--- config.mk ---
export PLATFORM = sky130hd
export DESIGN_NAME = decode_stage_flat
export DESIGN_NICKNAME = d
export VERILOG_FILES = /design/src/rtl/riscv_pkg.sv /design/src/rtl/decode_stage_if.sv /design/src/rtl/imm_gen.sv /design/src/rtl/decode_stage.sv /design/src/flat_wrapper.sv
export SDC_FILE = /design/constraint.sdc
export NUM_CORES = 1
export LEC_CHECK = 0
export ABC_AREA = 1
export CAP_MARGIN = 25
export CORE_ASPECT_RATIO = 0.5
export CORE_MARGIN = 4
export CORE_UTILIZATION = 57
export CTS_CLUSTER_DIAMETER = 100
export DETAILED_ROUTE_END_ITERATION = 8
export PLACE_DENSITY = 0.95
export REMOVE_ABC_BUFFERS = 1
export SETUP_SLACK_MARGIN = 0.02
export SLEW_MARGIN = 5
export SYNTH_ARGS = -nofsm -noshare
export SYNTH_HDL_FRONTEND = slang
export SYNTH_SLANG_ARGS = --single-unit
--- constraint.sdc ---
create_clock -name clk_i -period 10.71 [get_ports clk_i]
set_input_delay 2.142 -clock clk_i [delete_from_list [all_inputs] [get_ports clk_i]]
set_output_delay 2.142 -clock clk_i [all_outputs]
set_load 0.005 [all_outputs]
--- src/rtl/riscv_pkg.sv ---
// Shared RV32/RV64 decode types: operation classes, opcodes, immediate formats
// and the XLEN-independent part of a decoded instruction entry.
package riscv_pkg;

  localparam int unsigned ILEN  = 32;
  localparam int unsigned REG_W = 5;

  localparam logic [6:0] OPC_LUI      = 7'b0110111;
  localparam logic [6:0] OPC_AUIPC    = 7'b0010111;
  localparam logic [6:0] OPC_JAL      = 7'b1101111;
  localparam logic [6:0] OPC_JALR     = 7'b1100111;
  localparam logic [6:0] OPC_BRANCH   = 7'b1100011;
  localparam logic [6:0] OPC_LOAD     = 7'b0000011;
  localparam logic [6:0] OPC_STORE    = 7'b0100011;
  localparam logic [6:0] OPC_OP_IMM   = 7'b0010011;
  localparam logic [6:0] OPC_OP       = 7'b0110011;
  localparam logic [6:0] OPC_MISC_MEM = 7'b0001111;
  localparam logic [6:0] OPC_SYSTEM   = 7'b1110011;

  typedef enum logic [3:0] {
    OP_ILLEGAL  = 4'd0,
    OP_LUI      = 4'd1,
    OP_AUIPC    = 4'd2,
    OP_JAL      = 4'd3,
    OP_JALR     = 4'd4,
    OP_BRANCH   = 4'd5,
    OP_LOAD     = 4'd6,
    OP_STORE    = 4'd7,
    OP_OP_IMM   = 4'd8,
    OP_OP       = 4'd9,
    OP_MISC_MEM = 4'd10,
    OP_SYSTEM   = 4'd11
  } t_risc_v_op;

  typedef enum logic [2:0] {
    IMM_ZERO = 3'd0,
    IMM_I    = 3'd1,
    IMM_S    = 3'd2,
    IMM_B    = 3'd3,
    IMM_U    = 3'd4,
    IMM_J    = 3'd5
  } t_imm_fmt;

  typedef struct packed {
    t_risc_v_op        op;
    logic [REG_W-1:0]  rd;
    logic [REG_W-1:0]  rs1;
    logic [REG_W-1:0]  rs2;
    logic [2:0]        funct3;
    logic [6:0]        funct7;
    logic              illegal;
  } t_dec_entry;

  function automatic logic [ILEN-1:0] bswap32(input logic [ILEN-1:0] w);
    return {w[7:0], w[15:8], w[23:16], w[31:24]};
  endfunction

endpackage

--- src/rtl/decode_stage_if.sv ---
// Fetch-side and decode-side handshake bundle of the decode stage.
interface decode_stage_if import riscv_pkg::*; #(
  parameter int unsigned XLEN = 32,
  parameter int unsigned PCW  = 32
) ();

  logic                in_valid_i;
  logic                in_ready_o;
  logic [ILEN-1:0]     in_data_i;
  logic [PCW-1:0]      in_pc_i;

  logic                out_valid_o;
  logic                out_ready_i;
  t_risc_v_op          out_op_o;
  logic [REG_W-1:0]    out_rd_o;
  logic [REG_W-1:0]    out_rs1_o;
  logic [REG_W-1:0]    out_rs2_o;
  logic [2:0]          out_funct3_o;
  logic [6:0]          out_funct7_o;
  logic [XLEN-1:0]     out_imm_o;
  logic [PCW-1:0]      out_pc_o;
  logic                out_illegal_o;

  modport master (
    output in_valid_i, in_data_i, in_pc_i, out_ready_i,
    input  in_ready_o, out_valid_o, out_op_o, out_rd_o, out_rs1_o, out_rs2_o,
           out_funct3_o, out_funct7_o, out_imm_o, out_pc_o, out_illegal_o
  );

  modport slave (
    input  in_valid_i, in_data_i, in_pc_i, out_ready_i,
    output in_ready_o, out_valid_o, out_op_o, out_rd_o, out_rs1_o, out_rs2_o,
           out_funct3_o, out_funct7_o, out_imm_o, out_pc_o, out_illegal_o
  );

endinterface

--- src/rtl/imm_gen.sv ---
// Combinational instruction decode: op class, register/function fields,
// illegal detection and sign-extended immediate.
module imm_gen import riscv_pkg::*; #(
  parameter int unsigned XLEN = 32
) (
  input  logic [ILEN-1:0] instr_i,
  output t_dec_entry      entry_c,
  output logic [XLEN-1:0] imm_c
);

  t_risc_v_op      op;
  t_imm_fmt        fmt;
  logic            illegal;
  logic [ILEN-1:0] imm32;

  always_comb begin
    op      = OP_ILLEGAL;
    fmt     = IMM_ZERO;
    illegal = 1'b0;
    imm32   = '0;
    entry_c = '0;

    case (instr_i[6:0])
      OPC_LUI:      begin op = OP_LUI;      fmt = IMM_U; end
      OPC_AUIPC:    begin op = OP_AUIPC;    fmt = IMM_U; end
      OPC_JAL:      begin op = OP_JAL;      fmt = IMM_J; end
      OPC_JALR:     begin op = OP_JALR;     fmt = IMM_I; end
      OPC_BRANCH:   begin op = OP_BRANCH;   fmt = IMM_B; end
      OPC_LOAD:     begin op = OP_LOAD;     fmt = IMM_I; end
      OPC_STORE:    begin op = OP_STORE;    fmt = IMM_S; end
      OPC_OP_IMM:   begin op = OP_OP_IMM;   fmt = IMM_I; end
      OPC_OP:       begin op = OP_OP;       fmt = IMM_ZERO; end
      OPC_MISC_MEM: begin op = OP_MISC_MEM; fmt = IMM_I; end
      OPC_SYSTEM:   begin op = OP_SYSTEM;   fmt = IMM_I; end
      default:      ;
    endcase

    illegal = (instr_i[1:0] != 2'b11) || (op == OP_ILLEGAL) ||
              ((op == OP_JALR) && (instr_i[14:12] != 3'b000));
    if (illegal) begin
      op  = OP_ILLEGAL;
      fmt = IMM_ZERO;
    end

    case (fmt)
      IMM_I:   imm32 = {{20{instr_i[31]}}, instr_i[31:20]};
      IMM_S:   imm32 = {{20{instr_i[31]}}, instr_i[31:25], instr_i[11:7]};
      IMM_B:   imm32 = {{19{instr_i[31]}}, instr_i[31], instr_i[7],
                        instr_i[30:25], instr_i[11:8], 1'b0};
      IMM_U:   imm32 = {instr_i[31:12], 12'b0};
      IMM_J:   imm32 = {{11{instr_i[31]}}, instr_i[31], instr_i[19:12],
                        instr_i[20], instr_i[30:21], 1'b0};
      default: imm32 = '0;
    endcase

    // Raw field slices are kept even for illegal encodings.
    entry_c.op      = op;
    entry_c.rd      = instr_i[11:7];
    entry_c.rs1     = instr_i[19:15];
    entry_c.rs2     = instr_i[24:20];
    entry_c.funct3  = instr_i[14:12];
    entry_c.funct7  = instr_i[31:25];
    entry_c.illegal = illegal;
  end

  assign imm_c = XLEN'($signed(imm32));

endmodule

--- src/rtl/decode_stage.sv ---
// Decode stage: byte-orders and decodes fetched words, buffering up to two
// decoded entries in an in-order FIFO with valid/ready handshakes.
module decode_stage import riscv_pkg::*; #(
  parameter int unsigned XLEN  = 32,
  parameter bit          BSWAP = 1'b1,
  parameter int unsigned PCW   = 32
) (
  input  logic          clk_i,
  input  logic          rst_i,
  input  logic          flush_i,
  decode_stage_if.slave bus
);

  localparam int unsigned DEPTH = 2;
  localparam int unsigned CNT_W = 2;

  logic [ILEN-1:0] instr_c;
  t_dec_entry      dec_c;
  logic [XLEN-1:0] imm_c;

  t_dec_entry      entry_q [DEPTH];
  t_dec_entry      entry_d [DEPTH];
  logic [XLEN-1:0] imm_q   [DEPTH];
  logic [XLEN-1:0] imm_d   [DEPTH];
  logic [PCW-1:0]  pc_q    [DEPTH];
  logic [PCW-1:0]  pc_d    [DEPTH];
  logic [CNT_W-1:0] count_q, count_d;

  logic push_c, pop_c, wr_idx_c;

  assign instr_c = BSWAP ? bswap32(bus.in_data_i) : bus.in_data_i;

  imm_gen #(.XLEN(XLEN)) u_imm_gen (
    .instr_i (instr_c),
    .entry_c (dec_c),
    .imm_c   (imm_c)
  );

  assign bus.in_ready_o  = (count_q < CNT_W'(DEPTH));
  assign bus.out_valid_o = (count_q != '0);

  assign push_c   = bus.in_valid_i && bus.in_ready_o && !flush_i;
  assign pop_c    = bus.out_valid_o && bus.out_ready_i;
  // Slot 0 is always the head; a push lands in slot 1 only if slot 0 stays put.
  assign wr_idx_c = (count_q == CNT_W'(1)) && !pop_c;

  always_comb begin
    entry_d = entry_q;
    imm_d   = imm_q;
    pc_d    = pc_q;
    count_d = count_q;

    if (flush_i) begin
      count_d = '0;
    end else begin
      if (pop_c) begin
        entry_d[0] = entry_q[1];
        imm_d[0]   = imm_q[1];
        pc_d[0]    = pc_q[1];
      end
      if (push_c) begin
        entry_d[wr_idx_c] = dec_c;
        imm_d[wr_idx_c]   = imm_c;
        pc_d[wr_idx_c]    = bus.in_pc_i;
      end
      count_d = count_q + CNT_W'(push_c) - CNT_W'(pop_c);
    end
  end

  always_ff @(posedge clk_i or posedge rst_i) begin
    if (rst_i) begin
      count_q <= '0;
      for (int i = 0; i < DEPTH; i++) begin
        entry_q[i] <= '0;
        imm_q[i]   <= '0;
        pc_q[i]    <= '0;
      end
    end else begin
      count_q <= count_d;
      entry_q <= entry_d;
      imm_q   <= imm_d;
      pc_q    <= pc_d;
    end
  end

  assign bus.out_op_o      = entry_q[0].op;
  assign bus.out_rd_o      = entry_q[0].rd;
  assign bus.out_rs1_o     = entry_q[0].rs1;
  assign bus.out_rs2_o     = entry_q[0].rs2;
  assign bus.out_funct3_o  = entry_q[0].funct3;
  assign bus.out_funct7_o  = entry_q[0].funct7;
  assign bus.out_illegal_o = entry_q[0].illegal;
  assign bus.out_imm_o     = imm_q[0];
  assign bus.out_pc_o      = pc_q[0];

endmodule

--- src/flat_wrapper.sv ---
// flat-port wrapper written by rule: the top's interface ports become plain ports
module decode_stage_flat import riscv_pkg::*;
#(
  parameter int unsigned XLEN  = 32,
  parameter bit          BSWAP = 1'b1,
  parameter int unsigned PCW   = 32
)
  (clk_i, rst_i, flush_i, bus_in_valid_i, bus_in_data_i, bus_in_pc_i, bus_out_ready_i, bus_in_ready_o, bus_out_valid_o, bus_out_op_o, bus_out_rd_o, bus_out_rs1_o, bus_out_rs2_o, bus_out_funct3_o, bus_out_funct7_o, bus_out_imm_o, bus_out_pc_o, bus_out_illegal_o);
  decode_stage_if #(.XLEN(XLEN), .PCW(PCW)) bus_i ();
  input  logic clk_i;
  input  logic rst_i;
  input  logic flush_i;
  input wire logic [$bits(bus_i.in_valid_i)-1:0] bus_in_valid_i;
  input wire logic [$bits(bus_i.in_data_i)-1:0] bus_in_data_i;
  input wire logic [$bits(bus_i.in_pc_i)-1:0] bus_in_pc_i;
  input wire logic [$bits(bus_i.out_ready_i)-1:0] bus_out_ready_i;
  output wire logic [$bits(bus_i.in_ready_o)-1:0] bus_in_ready_o;
  output wire logic [$bits(bus_i.out_valid_o)-1:0] bus_out_valid_o;
  output wire logic [$bits(bus_i.out_op_o)-1:0] bus_out_op_o;
  output wire logic [$bits(bus_i.out_rd_o)-1:0] bus_out_rd_o;
  output wire logic [$bits(bus_i.out_rs1_o)-1:0] bus_out_rs1_o;
  output wire logic [$bits(bus_i.out_rs2_o)-1:0] bus_out_rs2_o;
  output wire logic [$bits(bus_i.out_funct3_o)-1:0] bus_out_funct3_o;
  output wire logic [$bits(bus_i.out_funct7_o)-1:0] bus_out_funct7_o;
  output wire logic [$bits(bus_i.out_imm_o)-1:0] bus_out_imm_o;
  output wire logic [$bits(bus_i.out_pc_o)-1:0] bus_out_pc_o;
  output wire logic [$bits(bus_i.out_illegal_o)-1:0] bus_out_illegal_o;
  assign bus_i.in_valid_i = bus_in_valid_i;
  assign bus_i.in_data_i = bus_in_data_i;
  assign bus_i.in_pc_i = bus_in_pc_i;
  assign bus_i.out_ready_i = bus_out_ready_i;
  assign bus_in_ready_o = bus_i.in_ready_o;
  assign bus_out_valid_o = bus_i.out_valid_o;
  assign bus_out_op_o = bus_i.out_op_o;
  assign bus_out_rd_o = bus_i.out_rd_o;
  assign bus_out_rs1_o = bus_i.out_rs1_o;
  assign bus_out_rs2_o = bus_i.out_rs2_o;
  assign bus_out_funct3_o = bus_i.out_funct3_o;
  assign bus_out_funct7_o = bus_i.out_funct7_o;
  assign bus_out_imm_o = bus_i.out_imm_o;
  assign bus_out_pc_o = bus_i.out_pc_o;
  assign bus_out_illegal_o = bus_i.out_illegal_o;
  decode_stage #(.XLEN(XLEN), .BSWAP(BSWAP), .PCW(PCW)) u_core (.clk_i(clk_i), .rst_i(rst_i), .flush_i(flush_i), .bus(bus_i));
endmodule
==> run metrics <==
outcome=finished, final reports clean; most prevalent standard cell on the critical path=buf_4; antenna violations before repair=0; residual overflow from global routing=0; number of vias per cell after detailed routing=roughly 5.9; kind of cell with the highest combined delay on the critical path=buffers and inverters; Top Ports=between 150 and 200; Initial DRT Pass Iterations=6; input/output buffers=about 160; cts repair resizes=0; number of library cell types mapped by synthesis=33; post-place instance area=approximately 0.011 mm²; compound-cell area share of the yosys netlist=around 20%; Final Net Count=1322; Arr. time, crit path=between 6 and 7 ns; number of global-route vias before repair=around 8600; worst-case clock skew=between 0.015 and 0.02 ns; type of element capturing the critical path=flop; reg-to-reg setup timing slack=7.59 ns; DRC errors left=0; layout cells sized above 1=7.44%; CTS sink cnt=190; register bit count reported by yosys=between 150 and 200; Setup CP Type=in -> reg; RR Endpoint=u_core.bus.out_funct7_o[3]$_DFFE_PP0N_; clk slew on worst S/H paths=0.07 ns; post-placement cell count=roughly 1500; yosys synthesis warning count=0; Clk Tree Root Cell=clkbuf_16; summed instance area of the synthesized netlist=about 0.0099 mm²; actual transition at the worst max-transition pin=about 1.1 ns; global-route wire length before repair=42000 µm; Startpoint Class=input port; prevailing post-synth register cell=dfrtp_1; crit-path cells=clkdlybuf4s50_1 -> buf_4 -> inv_2 -> buf_4 -> nand3_1 -> nor2_4 -> inv_4 -> buf_4 -> o21ai_4 -> buf_4 -> o21ai_0 -> inv_1; setup violators final=0; buffers inserted during post-CTS setup optimization=0; biggest area contributors in the synthesized netlist=dfrtp_1 48%, o21ai_0 13%, nand2_1 8.2%; Min Clock Period, post-route=between 5 and 6 ns; CTS H-tree lvls=4; CTS tree=done; main combinational cell family by area after synthesis=compound AO/OA/AOI/OAI gates; Worst EP required=~11 ns; peak per-stage delay on the critical path=around 0.80 ns; largest net degree at the start of global routing=approximately 140; area growth from synthesis to layout=16.6%; area of the core=roughly 0.017 mm²; worst min-delay path category=reg -> reg; clock latency reported for the late side of the worst-skew pair=0.44 ns; reg2reg start=u_core.count_q[0]$_DFF_PP0_; max capacitance violation total=0; Die Span Y=101 µm; effective utilization at floorplan=a little under 60%; Synth Area in XOR/XNOR=less than 1%; Placement Rows=33; LEAKAGE=about 5.3 nW; Achievable Freq=174 MHz; normalized max-slew margin=between 20 and 30%; fill cell instance count of the final layout=around 1100; number of buffers inserted during clock tree synthesis=17; DPL Wire Length=about 16000 µm; highest ir drop seen on vdd=~0.16 mV; crit path max-delay cell type=buf_4; Hold Path Stages=2; total negative slack=0 ns; Initial DRC Count=between 1000 and 1500; post-cts hold buffer count=0; Non-Filler Instances=between 1000 and 1500; cell with the most instances after synthesis=o21ai_0; Final Max Slew Viols=0; synthesized-area fraction occupied by and/or/nand/nor cells=approximately 15%; proportion of netlist area held by the largest area contributor=47.9%; Non-Filler Cell Area, Final=0.0116 mm²; clock tree buffer depth=2; number of buffers and inverters on the critical path=8; total detailed-routing wirelength=25800 µm; synthesized instance count=roughly 1200; number of synthesized flops with an enable pin=0; period utilisation layout=a little over half; critical path fanouts, max=105; mean instance size in the synthesized netlist=between 8 and 9 µm²; FFs w/ async S/R, synth=between 90% and 100%; total global-route track usage=roughly a quarter; final hold violation count=0; post-synthesis share of cell area spent on full adders, half adders and majority gates=less than 1%; final routed wire length divided by cell count=between 15 and 20 µm; power per cell area=257 mW/mm²; DIE AREA=slightly below 0.02 mm²; Die W=roughly 190 µm; multiplexer share of the synthesized area=0%; sequential area share after synthesis=47.9%; post-synth top area cell=dfrtp_1; cells on worst reg2reg path=9; setup repair after global routing missed its margin=false; commonest cells in the netlist=252 x o21ai_0, 218 x nand2_1, 190 x dfrtp_1; total vias in the final route=8773; Critical Path Stages=12; remaining antenna violation count after routing=0; routability-driven placement congestion ratio=between 0.8 and 0.9; diode insertion count for antenna repair=0
[logic make-up (layout without fill, tap and decap cells)]
| logic type | Yosys count | after routing |
|---|---|---|
| xor+xnor | 2 | 2 |
| flops | 190 | 190 |
| fa+ha+maj | 2 | 2 |
| buf+inv | 346 | 382 |
| compound gates | 356 | 356 |
| simple gates | 332 | 332 |
[area by class of cell]
cell class	count	area [µm²]	area share, %
Inverter	175	664	5.74
Timing Repair Buffer	175	1780	15.4
Multi-Input combinational cell	692	3520	30.4
Sequential cell	190	4750	41.1
Tap cell	227	284	2.45
Clock inverter	14	134	1.16
Clock buffer	18	429	3.71
[worst reg2reg max path: stages (launching register included)]
cell	delay (ns)
dfrtp_1	0.33
inv_1	0.06
nor2_1	0.30
nor2_4	0.13
inv_4	0.53
buf_4	0.67
o21ai_4	0.16
buf_4	0.34
o21ai_0	0.37
inv_1	0.10
[stage by stage]
step / hold WS, ns / setup WS (ns) / power, W / utilization, %
floorplan: 0.448 / 3.25 / 0.00173 / -
global placement: 0.460 / 3.95 / 0.00225 / 65.3
detailed placement: 0.468 / 3.80 / 0.00233 / 65.4
CTS: 0.486 / 4.13 / 0.00296 / 68.8
global route: 0.509 / 4.72 / 0.00317 / 69.2
finish: 0.480 / 4.97 / 0.00298 / 69.2
[power by group]
part / internal, W / switching, W / leakage [nW]
registers: 0.00103 / 0.000198 / 2.32
logic: 0.000546 / 0.000582 / 2.72
clock network: 0.000326 / 0.000293 / 0.266
total: 0.00190 / 0.00107 / 5.31
[worst max-delay path by stage]
| stage | slack, ns | startpoint | end |
|---|---|---|---|
| after global placement | 3.95 | flush_i | u_core.bus.out_pc_o[4]$_DFFE_PP0N_ |
| after floorplan | 3.25 | flush_i | u_core.bus.out_funct3_o[0]$_DFFE_PP0N_ |
| after global routing | 4.72 | flush_i | u_core.bus.out_funct7_o[3]$_DFFE_PP0N_ |
| final | 4.97 | flush_i | u_core.bus.out_funct7_o[3]$_DFFE_PP0N_ |
| after detailed placement | 3.80 | flush_i | u_core.bus.out_pc_o[3]$_DFFE_PP0N_ |
| after CTS | 4.13 | flush_i | u_core.bus.out_funct7_o[3]$_DFFE_PP0N_ |
[placed cells by master (no fill, tap or decap), drive strengths merged]
cell type      Yosys  routed
a21oi             12      12
a31oi             10      10
and3               1       1
buf              115      11
bufinv             0       1
clkbuf            56      18
clkdlybuf4s50      0     164
clkinv             0       4
clkinvlp           0       4
dfrtp            190     190
ha                 2       2
inv              175     180
nand2            235     235
nand3             49      49
nand4              1       1
nor2              44      44
nor3               1       1
o211ai            64      64
o21a               1       1
o21ai            267     267
o22ai              1       1
o31ai              1       1
or2                1       1
xnor2              1       1
xor2               1       1
[metal layers]
metal  global-route usage (%)  part of all wire (%)  wire length, µm
met5                        0                     0                0
met4                     14.6                   4.2             1070
met3                     4.32                   7.1             1830
met2                     42.7                    49            12600
met1                     33.0                    40            10300
No activity file was read; power rests on OpenSTA's default activity.
